**config.mk**
```make
export PLATFORM = sky130hd
export DESIGN_NAME = averager_counter
export DESIGN_NICKNAME = d
export VERILOG_FILES = /design/src/rtl/averager_counter_pkg.sv /design/src/rtl/averager_counter.sv
export SDC_FILE = /design/constraint.sdc
export NUM_CORES = 1
export LEC_CHECK = 0
export ABC_AREA = 1
export CORE_MARGIN = 2
export CORE_UTILIZATION = 50
export DETAILED_ROUTE_END_ITERATION = 10
export HOLD_SLACK_MARGIN = 0.08
export PLACE_DENSITY = 0.9
export SLEW_MARGIN = 10
export SYNTH_ARGS = -nofsm -noshare
export SYNTH_HDL_FRONTEND = slang
export SYNTH_SLANG_ARGS = --single-unit
```
**constraint.sdc**
```tcl
create_clock -name clk -period 4.1 [get_ports clk]
set_input_delay 0.82 -clock clk [delete_from_list [all_inputs] [get_ports clk]]
set_output_delay 0.82 -clock clk [all_outputs]
set_load 0.01 [all_outputs]
```
**src/rtl/averager_counter_pkg.sv**
```systemverilog
// -----------------------------------------------------------------------------
// averager_counter_pkg
// Constants for the averager sample/pass counter.
// The block's widths come entirely from its two parameters. This package only
// fixes how a sample index maps onto a byte address in the accumulator memory.
// -----------------------------------------------------------------------------
`timescale 1ns/1ps
package averager_counter_pkg;

  // Each accumulator entry is one 32-bit word, which is four bytes.
  // The byte address is therefore the sample index shifted left by two.
  localparam int unsigned WORD_ADDR_SHIFT = 2;

endpackage : averager_counter_pkg

```
**src/rtl/averager_counter.sv**
```systemverilog
// -----------------------------------------------------------------------------
// averager_counter
// Sequencing for a running-average engine. A fast counter walks through the
// samples of one pass (0..count_max). A slow counter counts the passes that
// have completed. A restart request ends the current average at the next pass
// boundary (a "wrap"). At that point the averager:
//   - publishes the pass count on n_avg,
//   - pulses ready for one cycle,
//   - raises init for the following pass, so that the accumulator loads
//     instead of adding.
//
// Ports
//   clk        in   clock; all state changes happen on its rising edge
//   rst        in   asynchronous active-high reset
//   restart    in   request to finish the current average and start a new one
//   clken      in   count enable; when it is low, everything holds
//   count_max  in   last sample index of a pass (pass length = count_max+1)
//   fast_count out  sample index within the current pass
//   slow_count out  number of passes completed since the last restart
//   init       out  high during the first pass after a restart
//   ready      out  one-cycle pulse after n_avg has been updated
//   wen        out  accumulator write enable
//   n_avg      out  number of passes in the last finished average
//   address    out  byte address of the current sample's 32-bit word
// -----------------------------------------------------------------------------
`timescale 1ns/1ps
module averager_counter
  import averager_counter_pkg::*;
#(
  parameter int FAST_COUNT_WIDTH = 5,
  parameter int SLOW_COUNT_WIDTH = 10
) (
  input  logic                          clk,
  input  logic                          rst,
  input  logic                          restart,
  input  logic                          clken,
  input  logic [FAST_COUNT_WIDTH-1:0]   count_max,
  output logic [FAST_COUNT_WIDTH-1:0]   fast_count,
  output logic [SLOW_COUNT_WIDTH-1:0]   slow_count,
  output logic                          init,
  output logic                          ready,
  output logic                          wen,
  output logic [SLOW_COUNT_WIDTH-1:0]   n_avg,
  output logic [FAST_COUNT_WIDTH+1:0]   address
);

  localparam logic [FAST_COUNT_WIDTH-1:0] FAST_ONE = FAST_COUNT_WIDTH'(1);
  localparam logic [SLOW_COUNT_WIDTH-1:0] SLOW_ONE = SLOW_COUNT_WIDTH'(1);

  logic [FAST_COUNT_WIDTH-1:0] fast_count_q, fast_count_d;
  logic [SLOW_COUNT_WIDTH-1:0] slow_count_q, slow_count_d;
  logic [SLOW_COUNT_WIDTH-1:0] n_avg_q, n_avg_d;
  logic                        init_q, init_d;
  logic                        ready_q, ready_d;
  logic                        armed_q, armed_d;
  logic                        restart_pending_q, restart_pending_d;

  logic                        wrap;
  logic                        restart_now;
  logic [SLOW_COUNT_WIDTH-1:0] slow_count_inc;

  // Use ">=" rather than "==". If count_max is lowered below the current
  // index in mid-pass, the pass ends on the next enabled cycle instead of
  // running all the way around the counter.
  assign wrap        = clken & (fast_count_q >= count_max);

  // A restart on the wrap cycle itself counts, as well as one captured earlier.
  assign restart_now = restart | restart_pending_q;

  // Saturating pass count. It feeds both the next slow_count and n_avg.
  assign slow_count_inc = (slow_count_q == {SLOW_COUNT_WIDTH{1'b1}})
                        ? slow_count_q
                        : slow_count_q + SLOW_ONE;

  always_comb begin
    fast_count_d      = fast_count_q;
    slow_count_d      = slow_count_q;
    n_avg_d           = n_avg_q;
    init_d            = init_q;
    armed_d           = armed_q;
    ready_d           = 1'b0;
    // The restart request is captured even while clken is low. It is only
    // consumed at a wrap, and a wrap always acts on it.
    restart_pending_d = wrap ? 1'b0 : (restart_pending_q | restart);

    if (clken) begin
      if (wrap) begin
        fast_count_d = '0;
        if (restart_now) begin
          n_avg_d      = slow_count_inc;
          slow_count_d = '0;
          init_d       = 1'b1;
          ready_d      = 1'b1;
          armed_d      = 1'b1;
        end else begin
          slow_count_d = slow_count_inc;
          init_d       = 1'b0;
        end
      end else begin
        fast_count_d = fast_count_q + FAST_ONE;
      end
    end
  end

  always_ff @(posedge clk or posedge rst) begin
    if (rst) begin
      fast_count_q      <= '0;
      slow_count_q      <= '0;
      n_avg_q           <= '0;
      init_q            <= 1'b0;
      ready_q           <= 1'b0;
      armed_q           <= 1'b0;
      restart_pending_q <= 1'b0;
    end else begin
      fast_count_q      <= fast_count_d;
      slow_count_q      <= slow_count_d;
      n_avg_q           <= n_avg_d;
      init_q            <= init_d;
      ready_q           <= ready_d;
      armed_q           <= armed_d;
      restart_pending_q <= restart_pending_d;
    end
  end

  // Until the first restart has taken effect, the accumulator holds no valid
  // pass, so writes stay off. After that, writes follow the enable directly.
  assign wen        = armed_q & clken;

  assign fast_count = fast_count_q;
  assign slow_count = slow_count_q;
  assign n_avg      = n_avg_q;
  assign init       = init_q;
  assign ready      = ready_q;
  assign address    = {fast_count_q, {WORD_ADDR_SHIFT{1'b0}}};

endmodule : averager_counter

```
==> reports/qor.yml <==
status: "completed"
dr.pass1.iters: 4
dieArea_um2: 3790
grt_pass1_vias: 1241
peakVddDrop_mv: 0.263
post-route-util: 0.682
io_pins: 44
dpl.hpwl_um: 2340
p_per_area_nw_per_um2: 466
yosysWarnings: 0
hold_slack_ps: 483
wl_per_cell_um: 11.1
holdPathEnd: "armed_q$_DFFE_PP0P_"
synthTopCellsByArea: "dfrtp_1 44%, nand2_1 20%, inv_1 5.4%"
initial_core_util: 0.533
cts_hold_buffers: 0
period_needed_ps: 3090
reg2reg_to: "n_avg[8]$_DFFE_PP0P_"
cts_resized: 0
root_buffer: "clkbuf_4"
place_area_um2: 2050
clkSlewWorstSetupHoldPaths_ps: 90
final_cell_area_um2: 2120
core_um2: 3100
clk_path_buf_depth: 2
htreeDepth: 2
fillers: 258
numCtsBuffers: 5
rsz0062_at_grt: "no"
grt.total_usage: 0.194
ant_nets: 0
maxSlewHeadroom: 0.288
worst_slack_ps: 1010
crit_fanout: 10
antenna_cells: 0
drt-initial-drc-count: 53
die_h_um: 61.5
synth.avg_cell_area_um2: 8.15
drv_cap: 0
io_buffers: 41
maxSlewViolCount: 0
period_share: 0.755
drc: 0
setup_viol: 0
worstRegToRegCells: 7
min_path_cells: 2
wirelength_um: 3200
hold_class: "reg -> reg"
p_leak_uw: 0.00113
final_nets: 258
post_cts_buffers: 0
ys_seq_area_frac: 0.438
worst_clock_skew_ps: 8.58
cts_tree: "done"
tns_ps: 0
worst_slew_pin_slew_ps: 1070
start_kind: "input port"
gr-total-overflow: 0
rrSetupSlack_ps: 2340
hp-start: "armed_q$_DFFE_PP0P_"
yosys.area.top_type_share: 0.438
row_count: 20
synthCells: 203
routed-via-count: 1349
gp_congestion: 0.851
syn2layout_area_growth_pct: 27.8
yosysUniqueCellTypes: 23
grt_max_degree: 30
place_ws_ps: 998
r2r-start: "fast_count[2]$_DFFE_PP0P_"
cp.required_ps: 3280
hold_viol: 0
syn_area_um2: 1660
fmax_mhz: 323
grt_pass1_wl_um: 5290
drive_gt1_frac: 0.0864
synth_largest_area_cell: "dfrtp_1"
viasPerCell: 4.70
die_w_um: 61.5
ys_ff_latch: 29
cts.sinks: 29
clk_latency_ps: 330
path_class: "in -> out"
cp-end-kind: "primary output"
critical_path_arrival_ps: 2270
antenna_found_initial: 0
-- cells in the final DEF (no fill, tap or decap), drive strengths merged --
cell,instances
a21oi,1
clkbuf,7
clkdlybuf4s50,41
clkinv,1
conb,2
dfrtp,29
ha,7
inv,24
nand2,89
nand3,7
nand3b,1
nand4,3
nor2,15
o21ai,7
xnor2,2
xor2,7
-- worst max path at each step --
stage | end | slack (ps) | startpoint | cells past startpoint
after detailed placement | wen | 1000 | clken | 4
after global routing | wen | 890 | clken | 4
after floorplan | wen | 2160 | clken | 3
after global placement | wen | 1030 | clken | 4
after CTS | wen | 990 | clken | 4
final | wen | 1010 | clken | 4
-- through the flow --
stage / total power [uW] / instances
2_1_floorplan: 655 / 204
3_3_place_gp: 786 / 279
5_1_grt: 1060 / 287
3_5_place_dp: 804 / 279
6_report: 987 / 287
4_1_cts: 1000 / 287
-- critical path, cell delays in order --
cell             delay [ps]
clkdlybuf4s50_1         770
nand2_1                 100
inv_1                    70
clkdlybuf4s50_1         520
-- cell usage after synthesis --
cell type and number:
a21oi_2 1, buf_4 9, buf_6 1, conb_1 1
dfrtp_1 29, ha_1 7, inv_1 24, nand2_1 86
nand2_2 2, nand2_8 1, nand3_1 6, nand3_2 1
nand3b_4 1, nand4_1 3, nor2_1 9, nor2_2 2
nor2_4 2, nor2_8 2, o21ai_0 4, o21ai_1 2
o21ai_2 1, xnor2_1 2, xor2_1 7
-- layout make-up --
type	count	area (um2)	share of cell area
Inverter	24	90.1	0.0426
Sequential cell	29	726	0.343
Multi-Input combinational cell	141	764	0.361
Timing Repair Buffer	41	410	0.194
Clock buffer	7	65.1	0.0308
Clock inverter	1	5.00	0.00237
Tap cell	44	55.1	0.0260
-- where the power goes --
part	total (uW)	switching, uW	internal [uW]
clock	195	95.8	99.2
sequential	388	53.3	335
combinational	403	213	190
-- layer usage --
metal	vias up	wire (um)	track usage
li1	694	-	-
met1	621	1460	0.248
met2	28	1530	0.305
met3	6	169	0.0651
met4	0	42	0.0729
met5	-	0	0
-- state kept, by name, summed over array words and instances, names as in the netlist --
signal	flops
fast_count	5
n_avg	10
ready	1
init	1
restart_pending_q	1
slow_count	10
armed_q	1
-- logic make-up after synthesis --
group | count (synthesis) | synth area share
simple gates | 115 | 0.328
buf+inv | 34 | 0.102
flops | 29 | 0.438
xor+xnor | 9 | 0.0476
compound gates | 8 | 0.0287
fa+ha+maj | 7 | 0.0529
other cells | 1 | 0.00227
Power figures use the tool's default switching activity.
